**src/rtl/rename_reg_file.sv**
```systemverilog
// Architectural register file with per-register rename tags: commit writes values,
// rename records the producing ROB entry, roll-back drops every pending tag.
module rename_reg_file #(
    parameter int XLEN      = 32,
    parameter int ROB_IDX_W = 4,
    parameter int NREG      = 32,
    localparam int REG_W    = $clog2(NREG)
) (
    input  logic                 clk,
    input  logic                 rst,
    input  logic                 rdy,
    input  logic [REG_W-1:0]     id_rs1,
    input  logic [REG_W-1:0]     id_rs2,
    input  logic                 id_rename_valid,
    input  logic [REG_W-1:0]     id_rd,
    input  logic [ROB_IDX_W-1:0] id_rob_id,
    output logic                 rs1_busy,
    output logic [ROB_IDX_W-1:0] rs1_tag,
    output logic [XLEN-1:0]      rs1_value,
    output logic                 rs2_busy,
    output logic [ROB_IDX_W-1:0] rs2_tag,
    output logic [XLEN-1:0]      rs2_value,
    input  logic                 cm_valid,
    input  logic [REG_W-1:0]     cm_rd,
    input  logic [ROB_IDX_W-1:0] cm_rob_id,
    input  logic [XLEN-1:0]      cm_value,
    input  logic                 roll_back
);

    typedef struct packed {
        logic                 busy;
        logic [ROB_IDX_W-1:0] tag;
        logic [XLEN-1:0]      value;
    } read_port_t;

    logic [XLEN-1:0]      value_q [NREG];
    logic [XLEN-1:0]      value_d [NREG];
    logic                 busy_q  [NREG];
    logic                 busy_d  [NREG];
    logic [ROB_IDX_W-1:0] tag_q   [NREG];
    logic [ROB_IDX_W-1:0] tag_d   [NREG];

    logic commit_en;
    logic rename_en;

    assign commit_en = cm_valid && (cm_rd != '0);
    assign rename_en = id_rename_valid && (id_rd != '0) && !roll_back;

    // A committing result is forwarded only to a reader still waiting on that exact ROB entry.
    function automatic read_port_t read_port(input logic [REG_W-1:0] idx);
        read_port_t r;
        r.busy  = busy_q[idx];
        r.tag   = tag_q[idx];
        r.value = value_q[idx];
        if (idx == '0) begin
            r = '0;
        end else if (commit_en && (cm_rd == idx) && busy_q[idx] && (tag_q[idx] == cm_rob_id)) begin
            r.busy  = 1'b0;
            r.value = cm_value;
        end
        return r;
    endfunction

    read_port_t rs1_rd;
    read_port_t rs2_rd;

    assign rs1_rd    = read_port(id_rs1);
    assign rs2_rd    = read_port(id_rs2);
    assign rs1_busy  = rs1_rd.busy;
    assign rs1_tag   = rs1_rd.tag;
    assign rs1_value = rs1_rd.value;
    assign rs2_busy  = rs2_rd.busy;
    assign rs2_tag   = rs2_rd.tag;
    assign rs2_value = rs2_rd.value;

    always_comb begin
        // NOTE: every next-state array starts as a copy of the current state, so no path leaves it unassigned and no latch is inferred.
        value_d = value_q;
        busy_d  = busy_q;
        tag_d   = tag_q;
        if (rdy) begin
            if (roll_back) begin
                for (int i = 0; i < NREG; i++) begin
                    busy_d[i] = 1'b0;
                end
            end
            if (commit_en) begin
                value_d[cm_rd] = cm_value;
                if (tag_q[cm_rd] == cm_rob_id) begin
                    busy_d[cm_rd] = 1'b0;
                end
            end
            // Applied after the commit so a same-register rename wins busy/tag.
            if (rename_en) begin
                busy_d[id_rd] = 1'b1;
                tag_d[id_rd]  = id_rob_id;
            end
        end
    end

    always_ff @(posedge clk) begin
        if (rst) begin
            // NOTE: the whole array is reset because the read ports must show zero values right after reset.
            for (int i = 0; i < NREG; i++) begin
                value_q[i] <= '0;
                busy_q[i]  <= 1'b0;
                tag_q[i]   <= '0;
            end
        end else begin
            // NOTE: non-blocking assignments so every register updates from the same pre-edge state.
            value_q <= value_d;
            busy_q  <= busy_d;
            tag_q   <= tag_d;
        end
    end

endmodule

```
**config.mk**
```make
export PLATFORM = sky130hd
export DESIGN_NAME = rename_reg_file
export DESIGN_NICKNAME = d
export VERILOG_FILES = /design/src/rtl/rename_reg_file.sv
export SDC_FILE = /design/constraint.sdc
export NUM_CORES = 2
export LEC_CHECK = 0
export ABC_CLOCK_PERIOD_IN_PS = 4200
export CORE_MARGIN = 3
export CORE_UTILIZATION = 25
export CTS_CLUSTER_DIAMETER = 80
export CTS_CLUSTER_SIZE = 30
export DETAILED_ROUTE_END_ITERATION = 16
export HOLD_SLACK_MARGIN = 0.06
export MAX_ROUTING_LAYER = met4
export SYNTH_ARGS = -nofsm -noshare
export SYNTH_HDL_FRONTEND = slang
export SYNTH_SLANG_ARGS = --single-unit
```
**constraint.sdc**
```tcl
create_clock -name clk -period 4.2 [get_ports clk]
set_input_delay 0.63 -clock clk [delete_from_list [all_inputs] [get_ports clk]]
set_output_delay 0.63 -clock clk [all_outputs]
set_load 0.05 [all_outputs]
```
==> results.toml <==
[cells_and_area]
fill_cells = 25300
final_util_pct = 29.3
drive_above_1_share_pct = 22.2
syn_to_final_growth_pct = 16.2
nets = 6544
seqCellArea_um2 = 23700
final_cell_count_no_fill = 9808
multi_input_area_um2 = 36700
fin_area_um2 = 72200

[yosys]
yosysWarnings = 0
synth_edf_count = 0
ys.flop_type = "dfxtp_1"
syn_area_um2 = 62100
syn_inst = 6642
yosysTopAreaCell = "dfxtp_1"
yosysSeqAreaShare_pct = 38.2
ys_ff_latch = 1184
synth.most_common_cell = "nand2_1"
yosysTopAreaCellShare_pct = 38.2
async_flop_share_pct = 0
synth_area_per_cell_um2 = 9.35
ys_types = 45
syn-num-nets = 6708
yosys-top-cells-count = "nand2_1 (2,112), dfxtp_1 (1,184), a21oi_1 (1,022)"
yosys-top-cells-area = "dfxtp_1 (38%), mux4_2 (27%), nand2_1 (13%)"

[detailed_routing]
drt_iter0_markers = 7614
viasPerCell = 5.51
wire_per_inst_um = 25.9
route.vias.total = 54000
antenna_left = 0
wl_um = 254000
drc = 0
drt-pass1-iter-count = 6

[worst_setup_path]
cp-start-kind = "register"
max_stage_delay_ns = 0.54
slowest_stage = "mux4_2"
critPathRequiredTime_ns = 3.57
cp-end-kind = "output port"
path_class = "reg -> out"
crit_path_max_fanout = 10
cp.arrival_ns = 3.91
crit_chain = "mux4_2 > mux4_2 > mux2i_2 > xor2_1 > nand2_1 > or4_4 > buf_12 > buf_12 > a211oi_4 > buf_12"
crit_top_cell = "buf_12"

[clock_network]
cts_root_buffer = "clkbuf_16"
clk_latency_ns = 0.70
clockBufferDepth = 3
cts_inserted_buffers = 50
clk_pin_slew_worst_paths_ns = 0.11
clock-sinks = 1184
h-tree-depth = 2
ctsHoldBuffers = 0
cts_tree = "done"

[pwr]
p_comb_share_pct = 10.2
sw_frac_of_total_pct = 27.4
power.share.sequential_pct = 57.6
internal_power_mw = 14.2
p_sw_mw = 5.37
leakagePower_nw = 22.6
cellPowerDensity_nw_per_um2 = 272
power_mw = 19.6
irDropWorstVdd_mv = 0.414
p_clk_share_pct = 32.2

[placed_design]
placed_cells = 9714
routabilityCongestion = 0.908
dp_hpwl_um = 143000
placed_area_um2 = 70100
port_buffers = 139

[die]
core_um2 = 247000
dieArea_um2 = 254000
die_h_um = 504
pin_count = 140
initial_core_util_pct = 25.2
rows = 182
fp.dieW_um = 504

[sta]
skew_ns = 0.0334
hold_ws_ns = 0.399
worst_slack_ns = -0.345
setup_viol = 66
tightest_slew_ns = 1.26
hold_viol_final = 0
rsz0062_at_grt = "yes"
layout_min_cycle_time_ns = 4.54
slew_headroom_pct = 16.1
slew_violations = 0
period_share_pct = 108
max_freq_mhz = 220

[status]
outcome = "finished, violations left"
violations = "setup timing"

[run]
max_cap_viol_count = 0

[hold_path]
holdCritPathClass = "in -> reg"

[grt]
grt_max_degree = 207
grt_usage_pct = 19.7
grt-ovfl-total = 0
grt_pass1_vias = 52900
grt_pass1_wl_um = 365000
antenna_found_initial = 6
[cells by family (layout without fill, tap and decap cells)]
| group | Yosys count | in the layout | share of synthesized area, % |
|---|---|---|---|
| xor+xnor | 22 | 22 | 0.310 |
| mux | 970 | 970 | 30.5 |
| other cells | 0 | 3 | 0 |
| flops | 1184 | 1184 | 38.2 |
| simple gates | 2540 | 2540 | 16.0 |
| buf+inv | 740 | 591 | 4.60 |
| compound gates | 1186 | 1186 | 10.4 |
[cells in the final DEF, fill, tap and decap left out, types with 50 or more instances in the layout]
cell and n:
clkbuf_16 50, nor2_1 180, a211oi_4 64, buf_12 152, buf_4 255, mux2i_1 227, mux4_2 736, a21oi_1 1022
dfxtp_1 1174, clkdlybuf4s50_1 53, nand2_1 2085
[power by group through the flow]
stage | registers, mW | clock network, mW | logic [mW]
final | 11.3 | 6.31 | 2.00
after floorplan | 11.5 | 0 | 1.25
after detailed placement | 11.6 | 0 | 1.96
after CTS | 11.3 | 6.40 | 1.97
after global routing | 11.3 | 6.72 | 2.07
after global placement | 11.5 | 0 | 1.95
[critical path, delay by kind of cell (launching register included)]
kind                   cells  cell delay, ns
multiplexers               3            1.24
AND/OR/NAND/NOR            2            0.59
buffers and inverters      3            0.53
flip-flops                 1            0.37
AO/OA/AOI/OAI              1            0.26
XOR/XNOR                   1            0.19
[through the flow]
stage                     setup slack, ns  TNS, ns
after floorplan                   0.00374        0
after global placement             -0.573   -18.33
after detailed placement           -0.601   -20.23
after CTS                          -0.398   -17.72
after global routing               -0.408   -22.81
final                              -0.345   -16.69
[flip-flops by register name, indices dropped and copies added (netlist names)]
name / flops
busy_q: 32
tag_q: 128
value_q: 1024
[layout make-up]
class,count,share of cell area (%)
flip-flops and latches,1184,32.8
multi-input cells,4718,50.8
diodes,3,0.0104
repair buffers,497,8.40
clock buffers,53,1.76
clock inverters,14,0.308
well taps,3312,5.74
inverters,27,0.140
[repair_timing]
action,4_1_cts,5_1_grt
setup buffers,20,1
setup endpoints to repair,66,66
pin swaps,33,11
gates cloned,6,0
gates resized for setup,71,21
[path summary, 6_finish.rpt]
kind,from,end,slack [ns],cells after the start
worst min register to register,busy_q[31],busy_q[31],0.47,2
worst max register to register,tag_q[84],busy_q[20],1.79,9
worst max-delay path,tag_q[54],rs2_value[28],-0.34,10
worst min-delay path,rst,value_q[458],0.40,2
[layer usage]
| metal | track usage [%] | part of all wire, % | wire, um | vias to the layer above |
|---|---|---|---|---|
| met5 | - | 0 | 0 | - |
| li1 | - | - | - | 22900 |
| met4 | 14.6 | 9.0 | 22800 | 0 |
| met3 | 3.80 | 11 | 26700 | 999 |
| met2 | 31.4 | 47 | 118000 | 3447 |
| met1 | 22.0 | 34 | 86200 | 26700 |
No activity file was read; power rests on OpenSTA's default activity.
